--- src/rtl/ex_mem_stage.sv ---
// EX/MEM pipeline register: resolves BEQ/BNE and the destination register, registers EX results for MEM.
// Latency: 1 falling clk edge from ID_EX inputs to *_EX_MEM outputs; BranchTaken is a one-cycle pulse.
// Backpressure: Enable_EX_MEM=0 holds every register (MEM stall); Flush_EX_MEM loads a bubble and wins over hold.
//
// Ports:
//   clk, reset (sync, active-low)           - all state updates on the falling clk edge
//   Enable_EX_MEM, Flush_EX_MEM             - capture / bubble controls
//   *_ID_EX, ALUResult, Zero                - instruction slot coming out of EX
//   *_EX_MEM                                - registered slot for the MEM stage
//   BranchTaken, BranchTarget_EX_MEM        - redirect pulse and address to the front end
//   BranchCount                             - saturating count of taken branches
module ex_mem_stage #(
  parameter int              N        = 32,
  parameter logic [N-1:0]    RESET_PC = 32'h0040_0000,
  parameter int              CNT_W    = 16
) (
  input  logic             clk,
  input  logic             reset,
  input  logic             Enable_EX_MEM,
  input  logic             Flush_EX_MEM,
  input  logic             Valid_ID_EX,
  input  logic [N-1:0]     PC4_ID_EX,
  input  logic [N-1:0]     ALUResult,
  input  logic             Zero,
  input  logic [N-1:0]     ReadData2_ID_EX,
  input  logic [N-1:0]     SignExtend_ID_EX,
  input  logic [4:0]       Rt_ID_EX,
  input  logic [4:0]       Rd_ID_EX,
  input  logic             RegDest_ID_EX,
  input  logic             JAL_ID_EX,
  input  logic             BEQ_ID_EX,
  input  logic             BNE_ID_EX,
  input  logic             MEMWrite_ID_EX,
  input  logic             MEMRead_ID_EX,
  input  logic             RegWrite_ID_EX,
  input  logic             MemToReg_ID_EX,
  output logic [N-1:0]     ALUResult_EX_MEM,
  output logic [N-1:0]     WriteData_EX_MEM,
  output logic [4:0]       WriteReg_EX_MEM,
  output logic [N-1:0]     PC4_EX_MEM,
  output logic             MEMWrite_EX_MEM,
  output logic             MEMRead_EX_MEM,
  output logic             RegWrite_EX_MEM,
  output logic             MemToReg_EX_MEM,
  output logic             JAL_EX_MEM,
  output logic             Valid_EX_MEM,
  output logic             BranchTaken,
  output logic [N-1:0]     BranchTarget_EX_MEM,
  output logic [CNT_W-1:0] BranchCount
);

  typedef enum logic [1:0] {
    IDLE  = 2'd0,
    PULSE = 2'd1,
    SENT  = 2'd2
  } br_state_t;

  br_state_t      state, state_nxt;
  logic [4:0]     wreg_sel;
  logic           take;
  logic [N-1:0]   target;
  logic           cnt_inc;

  localparam logic [CNT_W-1:0] CNT_ONE = {{(CNT_W-1){1'b0}}, 1'b1};
  localparam logic [CNT_W-1:0] CNT_MAX = {CNT_W{1'b1}};

  // Destination mux and branch resolution; BEQ takes precedence when both flags are set.
  always_comb begin
    wreg_sel = JAL_ID_EX ? 5'd31 : (RegDest_ID_EX ? Rd_ID_EX : Rt_ID_EX);
    take     = Valid_ID_EX & (BEQ_ID_EX ? Zero : (BNE_ID_EX & ~Zero));
    target   = PC4_ID_EX + (SignExtend_ID_EX << 2);
  end

  always_ff @(negedge clk) begin
    if (!reset) state <= IDLE;
    else        state <= state_nxt;
  end

  // A held branch moves PULSE->SENT so the redirect is issued exactly once;
  // only entries into PULSE from IDLE/SENT are counted.
  always_comb begin
    state_nxt = state;
    if (Flush_EX_MEM)
      state_nxt = IDLE;
    else if (Enable_EX_MEM)
      state_nxt = take ? PULSE : IDLE;
    else if (state == PULSE)
      state_nxt = SENT;
    cnt_inc     = (state_nxt == PULSE) && (state != PULSE);
    BranchTaken = (state == PULSE);
  end

  always_ff @(negedge clk) begin
    if (!reset) begin
      ALUResult_EX_MEM    <= '0;
      WriteData_EX_MEM    <= '0;
      WriteReg_EX_MEM     <= '0;
      PC4_EX_MEM          <= RESET_PC;
      BranchTarget_EX_MEM <= RESET_PC;
      MEMWrite_EX_MEM     <= 1'b0;
      MEMRead_EX_MEM      <= 1'b0;
      RegWrite_EX_MEM     <= 1'b0;
      MemToReg_EX_MEM     <= 1'b0;
      JAL_EX_MEM          <= 1'b0;
      Valid_EX_MEM        <= 1'b0;
      BranchCount         <= '0;
    end else if (Flush_EX_MEM) begin
      // Data fields are left as they are; only the slot's effects are killed.
      MEMWrite_EX_MEM <= 1'b0;
      MEMRead_EX_MEM  <= 1'b0;
      RegWrite_EX_MEM <= 1'b0;
      MemToReg_EX_MEM <= 1'b0;
      JAL_EX_MEM      <= 1'b0;
      Valid_EX_MEM    <= 1'b0;
    end else if (Enable_EX_MEM) begin
      ALUResult_EX_MEM <= ALUResult;
      WriteData_EX_MEM <= ReadData2_ID_EX;
      WriteReg_EX_MEM  <= wreg_sel;
      PC4_EX_MEM       <= PC4_ID_EX;
      Valid_EX_MEM     <= Valid_ID_EX;
      // A store wins over a simultaneous load request.
      MEMWrite_EX_MEM  <= Valid_ID_EX & MEMWrite_ID_EX;
      MEMRead_EX_MEM   <= Valid_ID_EX & MEMRead_ID_EX & ~MEMWrite_ID_EX;
      // JAL always links into $31; writes to $0 are suppressed.
      RegWrite_EX_MEM  <= Valid_ID_EX & (JAL_ID_EX | (RegWrite_ID_EX & (wreg_sel != 5'd0)));
      MemToReg_EX_MEM  <= Valid_ID_EX & MemToReg_ID_EX;
      JAL_EX_MEM       <= Valid_ID_EX & JAL_ID_EX;
      if (take)
        BranchTarget_EX_MEM <= target;
      if (cnt_inc && (BranchCount != CNT_MAX))
        BranchCount <= BranchCount + CNT_ONE;
    end
  end

endmodule
--- config.mk ---
export PLATFORM = sky130hd
export DESIGN_NAME = ex_mem_stage
export DESIGN_NICKNAME = d
export VERILOG_FILES = /design/src/rtl/ex_mem_stage.sv
export SDC_FILE = /design/constraint.sdc
export NUM_CORES = 1
export LEC_CHECK = 0
export ABC_AREA = 1
export CORE_MARGIN = 4
export CORE_UTILIZATION = 40
export DETAILED_ROUTE_END_ITERATION = 10
export GPL_TIMING_DRIVEN = 0
export PLACE_DENSITY = 0.74
export SYNTH_ARGS = -nofsm -noshare
export SYNTH_HDL_FRONTEND = slang
export SYNTH_SLANG_ARGS = --single-unit
--- constraint.sdc ---
create_clock -name clk -period 2.3 [get_ports clk]
set_clock_uncertainty 0.2 [all_clocks]
set_input_delay 0.345 -clock clk [delete_from_list [all_inputs] [get_ports clk]]
set_output_delay 0.345 -clock clk [all_outputs]
set_load 0.005 [all_outputs]
==> flow_metrics.tcl, run 1 <==
set metrics [dict create \
    outcome "finished, violations left" \
    failed_checks "negative setup slack" \
    yosysWarnings 0 \
    port_buffers 305 \
    cpPeakStageDelay_ns 0.42 \
    power_frac_seq_pct 31.1 \
    drtIter0Drc 937 \
    highest_layer "met5" \
    crit_arrival_ns 2.00 \
    nets 2027 \
    cts_sinks 157 \
    num_rows 51 \
    synthCells 1238 \
    crit_cells 15 \
    drt_wl_total_um 40100 \
    fp.dieH_um 149 \
    synth.distinct_cells 33 \
    start_util_pct 40.9 \
    syn_avg_cell_area_um2 6.46 \
    grt_overflow 0 \
    hold_depth 2 \
    setup_slack_ns -0.698 \
    cts_max_path_buffers 2 \
    r2r_cells 11 \
    peakVddDrop_mv 0.511 \
    drt_first_pass_iters 6 \
    ys_seq_elements 157 \
    worstPathMaxFanout 4 \
    placed_area_um2 12000 \
    maxCapViolCount 0 \
    clockPowerShare_pct 43.9 \
    critPathLaunchType "primary input" \
    rsz0062_at_grt "yes" \
    slowest_stage "fa_2" \
    grt_pass1_wl_um 55000 \
    wire_per_inst_um 18.9 \
    slew_viol_final 0 \
    cts_tree "built" \
    design_area_um2 16000 \
    vias_per_cell 5.36 \
    max-slew-margin-rel_pct 69.4 \
    power_frac_comb_pct 25.0 \
    grt_pass1_vias 11000 \
    hpwl_um 22800 \
    die_width_um 149 \
    p_sw_share_pct 37.5 \
    place_congestion 0.890 \
    internal-power_w 0.00602 \
    synth_area_um2 8000 \
    worst-setup-path-type "primary input to flop" \
    drc 0 \
    hold_path.class "flop to flop" \
    htree_levels 4 \
    layout-drive-gt1-share_pct 48.2 \
    critPathBufInv 4 \
    antenna_found_initial 1 \
    p_switching_w 0.00361 \
    dieArea_um2 22300 \
    required_ns 1.30 \
    end_kind "flop" \
    fin_util_pct 81.9 \
    crit_path_cell_trace "buf_8, ha_4, inv_2, fa_2, inv_2, nand3_2, nand3_4, nand2_4, nand2_4, nand2_2, nand2_2, xnor2_2, nand2_1, nand2_1, inv_1" \
    grt_max_degree 17 \
    path_delay_family "simple AND/OR/NAND/NOR gates" \
    p_leak_nw 8.15 \
    wl_met1_um 14100 \
    grt_usage_pct 31.0 \
    clkLatencyLatePin_ns 0.49 \
    area_growth_pct 101 \
    cts_buffers 17 \
    cts_root_buf "clkbuf_16" \
    drtAntennaViolNets 0 \
    routed-wl-met3_um 4040 \
    worst_pin_slew_ns 0.459 \
    clk_pin_slew_ns 0.04 \
    power-per-cell-area_nw_per_um2 600 \
    vias 11400 \
    fp.coreArea_um2 19600 \
    route.met2.wl_um 19400 \
    setup_viol 205 \
    hold_violations 0 \
    pin_count 308 \
    syn_nets 1421 \
    synth_sequential_area_ratio_pct 39.3 \
]
## timing repair
action                     in CTS  in global routing
hold buffers                    0                  0
gates cloned                    8                  3
gates resized for setup      1492                194
setup buffers                  93                 28
pin swaps                     170                 96
setup endpoints to repair     313                279
## cells in the mapped netlist
master    count  area share, %
or2_2         1          0.078
a31oi_1       3           0.23
and2_1        3           0.23
nor3_1        4           0.25
o211ai_1      3           0.28
a21o_1        3           0.28
o21bai_1      4           0.38
inv_2         1          0.047
buf_6         1           0.14
nand3_1      56            3.5
nor4_1        1          0.078
nand4_1      13            1.0
nand2_2       3           0.23
clkinv_2      2           0.13
buf_4         1          0.094
o21ai_0     123            7.7
xnor2_1       8           0.88
inv_1       140            6.6
dfxtp_1     157             39
nand3_2       1           0.13
a21boi_0      1          0.094
xor2_1       10            1.1
nor2_2        3           0.23
fa_1          1           0.25
clkbuf_1     36            1.7
nand3b_1      2           0.19
buf_1         1          0.047
ha_1         30            4.7
nand2_1     265             12
o21ai_1       1          0.062
nor2_1      307             14
a21oi_1      47            2.9
buf_2         6           0.38
## stage by stage
stage	cells	hold slack (ns)	setup TNS [ns]	worst slack [ns]	total power, W
2_1_floorplan	1238	0.257	-26.16	-0.719	0.00424
3_3_place_gp	1808	0.250	-200.73	-1.48	0.00503
3_5_place_dp	1808	0.255	-204.89	-1.52	0.00506
4_1_cts	2096	0.256	-57.47	-0.506	0.00920
5_1_grt	2123	0.284	-68.95	-0.710	0.0101
6_report	2124	0.264	-62.77	-0.698	0.00963
## final timing paths
kind                             from                 endpoint  slack [ns]
setup / recovery         PC4_ID_EX[2]  BranchTarget_EX_MEM[16]       -0.70
hold / removal    ALUResult_EX_MEM[3]      ALUResult_EX_MEM[3]        0.26
setup reg to reg       BranchCount[0]           BranchCount[2]        0.02
hold reg to reg   ALUResult_EX_MEM[3]      ALUResult_EX_MEM[3]        0.26
## cell usage in the layout (no fill, tap or decap), types with 8 or more instances in the layout
master	netlist	routed
buf_2	6	55
ha_4	0	29
nor2_4	0	24
buf_12	0	8
nand3_4	0	11
buf_4	1	94
nand3_2	1	25
nand3_1	56	21
o21ai_1	1	42
o21ai_0	123	62
clkbuf_16	0	21
nor2_2	3	25
nor2_1	307	261
a21oi_1	47	15
dfxtp_4	0	15
dfxtp_2	0	141
nand2_4	0	43
clkdlybuf4s50_1	0	74
buf_8	0	15
o21ai_2	0	19
inv_1	140	273
nand2_1	265	155
nand2_2	3	67
inv_2	1	20
nand4_1	13	13
clkbuf_2	0	15
buf_6	1	178
a21oi_2	0	28
## tightest hold or removal path: cells and delay by family (launching register included)
family           cells  cell delay [ns]
flip-flops           1             0.31
AND/OR/NAND/NOR      2             0.12
## kinds of logic (layout without fill, tap and decap cells)
group / after synthesis / in the layout / share of synthesized area (%)
simple gates: 659 / 659 / 32.8
buf+inv: 188 / 807 / 9.08
compound gates: 185 / 185 / 12.0
flops: 157 / 157 / 39.3
fa+ha+maj: 31 / 31 / 4.94
xor+xnor: 18 / 18 / 1.97
other cells: 0 / 2 / 0
## metal layers
metal | vias up | global-route usage [%]
met2 | 819 | 53.7
met3 | 229 | 10.4
met1 | 5206 | 32.8
met4 | 2 | 17.8
met5 | - | 0
li1 | 5137 | -
## power groups by stage
stage               clock (W)  sequential, W  combinational, W
floorplan            0.000415        0.00300          0.000822
global route          0.00456        0.00300           0.00254
detailed placement   0.000415        0.00300           0.00165
finish                0.00422        0.00299           0.00241
global placement     0.000415        0.00299           0.00163
CTS                   0.00414        0.00298           0.00207
## area by class of cell
cell class / instances / area (µm²)
Multi-Input combinational cell: 893 / 5870
Buffer: 43 / 440
Clock inverter: 172 / 776
Clock buffer: 17 / 425
Antenna cell: 2 / 5.00
Timing Repair Buffer: 433 / 4240
Tap cell: 265 / 332
Sequential cell: 157 / 3380
Fill cell: 1171 / 3540
Inverter: 142 / 584
## registers in the layout (all words and copies together), names as in the netlist, 2 cells and up
signal and count:
ALUResult_EX_MEM 32, BranchTarget_EX_MEM 32, PC4_EX_MEM 32, WriteData_EX_MEM 32, BranchCount 16, WriteReg_EX_MEM 5, state 2
Power figures use the tool's default switching activity.
==> inputs of run 2 (changes only) <==
SKIP_CTS_REPAIR_TIMING = 1   (was not set)
==> run 2 against run 1 <==
Against the previous run: the flow still finishes with violations (negative setup slack); non-clock buffer count down 42; combinational power down 10%; count of clock-buffer cells in the layout unchanged; clock power down 2%; die area unchanged; power down 3.5%; critical endpoint unchanged; sequential share of layout area up 1.1 points.
==> flow_metrics.tcl, run 2 (same netlist as run 1, synthesis figures left out) <==
set metrics [dict create \
    outcome "finished, violations left" \
    failed_checks "negative setup slack" \
    area_growth_pct 90.7 \
    grt_overflow 0 \
    antenna_found_initial 2 \
    seq_area_um2 3380 \
    multi_input_area_um2 5660 \
    num_rows 51 \
    cp-startpoint "SignExtend_ID_EX[8]" \
    hold_violations 0 \
    r2r-start "BranchCount[0]" \
    die_width_um 149 \
    drt_first_pass_iters 8 \
    max-slew-margin-rel_pct 67.4 \
    cts_root_buf "clkbuf_16" \
    worstPathMaxFanout 4 \
    cts_tree "built" \
    peakVddDrop_mv 0.544 \
    final_common_cell "nor2_1" \
    worst_pin_slew_ns 0.489 \
    cpPeakStageDelay_ns 0.29 \
    fp.coreArea_um2 19600 \
    p_leak_nw 7.89 \
    critPathLaunchType "primary input" \
    grt_pass1_wl_um 45700 \
    hpwl_um 22800 \
    vias 10600 \
    slew_viol_final 0 \
    dieArea_um2 22300 \
    grt_usage_pct 25.8 \
    pin_count 308 \
    hold_path.class "flop to flop" \
    design_area_um2 15300 \
    place_congestion 0.890 \
    finalPower_w 0.00929 \
    power-per-cell-area_nw_per_um2 609 \
    drtAntennaViolNets 0 \
    rsz0062_at_grt "yes" \
    grt_pass1_vias 9369 \
    grt_max_degree 17 \
    drc 0 \
    vias_per_cell 5.09 \
    mostFrequentLayoutCells "nor2_1, inv_1, nand2_1, dfxtp_2, buf_6" \
    placed_area_um2 12000 \
    port_buffers 305 \
    crit_path_cell_trace "buf_6, ha_4, nand2_4, inv_4, a21oi_4, nor2_1, nor2_1, nand2_2, xnor2_2, nand2_1, nand2_1, inv_1" \
    end_kind "flop" \
    maxCapViolCount 0 \
    fp.dieH_um 149 \
    drt_wl_total_um 35900 \
    cts_max_path_buffers 2 \
    wire_per_inst_um 17.2 \
    hp-start "ALUResult_EX_MEM[29]" \
    htree_levels 4 \
    cts_buffers 17 \
    setup_slack_ns -0.628 \
    cts_sinks 157 \
    slowest_stage "ha_4" \
    clkLatencyLatePin_ns 0.48 \
    crit_arrival_ns 1.93 \
    required_ns 1.31 \
    setup_viol 206 \
    nFillCells 1351 \
    layout-drive-gt1-share_pct 44.3 \
    nets 1986 \
    drtIter0Drc 629 \
    start_util_pct 40.9 \
    worst-setup-path-type "primary input to flop" \
    clk_pin_slew_ns 0.04 \
]
==> run 2: cell count changes in the layout (fill, tap and decap cells not counted), sizes merged <==
cell / before / now
clkinv: 6 / 5
dlymetal6s2s: 4 / 28
clkdlybuf4s15: 5 / 0
diode: 2 / 3
buf: 352 / 230
clkbuf: 50 / 118
inv: 306 / 308
bufbuf: 1 / 0
clkdlybuf4s50: 74 / 75
dlygate4sd2: 7 / 0
==> run 2: power by group <==
| part | internal [W] | switching (W) |
|---|---|---|
| logic | 0.00105 | 0.00112 |
| clock network | 0.00194 | 0.00220 |
| registers | 0.00290 | 0.0000934 |
| total | 0.00588 | 0.00341 |
==> run 2: path summary, 6_finish.rpt <==
| check | end | slack (ns) | depth (start not counted) |
|---|---|---|---|
| min | ALUResult_EX_MEM[29] | 0.26 | 2 |
| min reg2reg | ALUResult_EX_MEM[29] | 0.26 | 2 |
| max reg2reg | BranchCount[2] | 0.12 | 10 |
| max | BranchTarget_EX_MEM[16] | -0.63 | 12 |
==> run 2: per-stage QoR <==
step / setup WS [ns] / TNS, ns / util, % / hold WS [ns] / cells
finish: -0.628 / -60.34 / 77.9 / 0.264 / 2084
global route: -0.700 / -66.86 / 77.9 / 0.281 / 2083
CTS: -1.07 / -206.68 / 67.4 / 0.260 / 1996
detailed placement: -1.52 / -204.89 / 61.3 / 0.255 / 1808
global placement: -1.48 / -200.73 / 61.3 / 0.250 / 1808
floorplan: -0.719 / -26.16 / - / 0.257 / 1238
==> run 2: area by class of cell <==
class | count | area share (%)
Clock buffer | 17 | 2.79
Buffer | 44 | 2.59
Multi-Input combinational cell | 893 | 37.1
Inverter | 142 | 3.89
Tap cell | 265 | 2.17
Sequential cell | 157 | 22.1
Antenna cell | 3 | 0.0492
Timing Repair Buffer | 390 | 24.2
Clock inverter | 172 | 5.08
Timing Repair inverter | 1 | 0.0410
==> run 2: metal layers <==
layer  track usage [%]  up-vias  share of wire, %  wire length [µm]
li1                  -     5035                 -                 -
met1              29.0     4864                36             13100
met2              43.0      571                50             17900
met3              9.72      144               9.7              3460
met4              12.5        0               4.1              1460
met5                 0        -                 0                 0
==> run 2: critical path: cells and delay by family <==
kind            cells  cell delay [ns]
compound gates      1             0.22
fa+ha+maj           1             0.29
xor+xnor            1             0.23
simple gates        6             0.66
buf+inv             3             0.18
==> inputs of run 3 (changes only) <==
REMOVE_ABC_BUFFERS = 1   (was not set)
==> run 3 against run 2 <==
Against the previous run: the run still ends with negative setup slack left; combinational power shrank 2%; count of clock-buffer cells in the layout did not move; first-iteration DRC count is 27% higher; critical endpoint unchanged; largest power group unchanged; highest routed layer unchanged.
==> flow_metrics.tcl, run 3 (same netlist as run 1, synthesis figures left out) <==
set metrics [dict create \
    grt_max_degree 107 \
    grt_overflow 0 \
    peakVddDrop_mv 0.520 \
    worstPathMaxFanout 4 \
    rsz0062_at_grt "yes" \
    drt_first_pass_iters 5 \
    hold_violations 0 \
    crit_path_cell_trace "buf_6, ha_4, inv_2, fa_2, inv_2, nand3_2, nand3_4, nand2_1, nand2_2, nand2_2, nand2_2, xnor2_2, nand2_1, nand2_1, inv_1" \
    clk_pin_slew_ns 0.04 \
    placed_cells 1765 \
    worst_pin_slew_ns 0.408 \
    setup_slack_ns -0.557 \
    outcome "finished, violations left" \
    hpwl_um 20500 \
    maxCapViolCount 0 \
    htree_levels 4 \
    fp.coreArea_um2 19600 \
    cts_tree "built" \
    start_util_pct 40.9 \
    area_growth_pct 89.8 \
    vias 10600 \
    antenna_found_initial 2 \
    cpPeakStageDelay_ns 0.41 \
    failed_checks "negative setup slack" \
    layout-drive-gt1-share_pct 26.8 \
    cts_buffers 17 \
    p_leak_nw 9.28 \
    wire_per_inst_um 18.6 \
    die_width_um 149 \
    tns_ns -76.80 \
    nets 1928 \
    critPathBufInv 4 \
    slowest_stage "fa_2" \
    max-slew-margin-rel_pct 72.5 \
    crit_arrival_ns 1.86 \
    mostFrequentLayoutCells "nor2_1, inv_1, nand2_1, dlymetal6s2s_1, dfxtp_1" \
    cts_sinks 157 \
    grt_pass1_wl_um 43600 \
    place_congestion 0.916 \
    worst-setup-path-type "primary input to flop" \
    drtIter0Drc 798 \
    power-per-cell-area_nw_per_um2 610 \
    pin_count 308 \
    clkLatencyLatePin_ns 0.48 \
    required_ns 1.30 \
    fp.dieH_um 149 \
    drc 0 \
    slew_viol_final 0 \
    dieArea_um2 22300 \
    drtAntennaViolNets 0 \
    dp_slack_ns -2.99 \
    final_cell_count_no_fill 2026 \
    final_common_cell "nor2_1" \
    grt_usage_pct 24.3 \
    path_delay_family "simple AND/OR/NAND/NOR gates" \
    grt_pass1_vias 9159 \
    cts_root_buf "clkbuf_16" \
    critPathLaunchType "primary input" \
    setup_viol 275 \
    end_kind "flop" \
    vias_per_cell 5.23 \
    port_buffers 305 \
    num_rows 51 \
    hold_path.class "flop to flop" \
    drt_wl_total_um 37700 \
    cts_max_path_buffers 2 \
]
## run 3: changes by cell type in the layout (fill, tap and decap cells not counted), moves of 17 or more
cell	change
dfxtp_1	+118
dlymetal6s2s_1	+117
dfxtp_2	-114
buf_6	-87
o21ai_0	+70
o21ai_1	-66
clkbuf_2	-57
buf_4	-28
nand2_1	+19
nand2_2	-17
## run 3: path summary, 6_finish.rpt
kind / startpoint / to / slack [ns] / depth (start not counted)
max: SignExtend_ID_EX[0] / BranchTarget_EX_MEM[16] / -0.56 / 15
min reg2reg: PC4_EX_MEM[22] / PC4_EX_MEM[22] / 0.27 / 2
max reg2reg: BranchCount[0] / BranchCount[8] / 0.08 / 10
min: PC4_EX_MEM[22] / PC4_EX_MEM[22] / 0.27 / 2
## run 3: routing by layer
metal	part of all wire (%)	track usage [%]
met5	0	0
met4	5.5	13.2
met3	9.2	9.30
met2	50	41.5
met1	36	25.9
## run 3: final cells by class
class | count | area [µm²]
Antenna cell | 3 | 7.51
Clock buffer | 17 | 425
Clock inverter | 172 | 801
Fill cell | 1311 | 4400
Inverter | 142 | 627
Multi-Input combinational cell | 894 | 5580
Sequential cell | 157 | 3220
Tap cell | 265 | 332
Timing Repair Buffer | 367 | 4040
Timing Repair inverter | 9 | 164
## run 3: tightest hold or removal path: stages (launching register included)
cell and delay (ns):
dfxtp_1 0.31, nand2_1 0.05, nand3_1 0.07
## run 3: power by group
part           total [W]  internal [W]  switching [W]
Sequential       0.00295       0.00288      0.0000740
Combinational    0.00213       0.00100        0.00112
Clock            0.00419       0.00204        0.00215
Total            0.00927       0.00592        0.00335
## run 3: per-stage QoR
stage	util, %	hold WS, ns	total power (W)	instance area [µm²]
6_report	77.5	0.268	0.00927	15200
5_1_grt	77.5	0.288	0.00983	15200
4_1_cts	63.7	0.272	0.00868	12500
3_5_place_dp	57.5	0.262	0.00488	11300
3_3_place_gp	57.2	0.253	0.00486	11200
2_1_floorplan	-	0.257	0.00408	7820
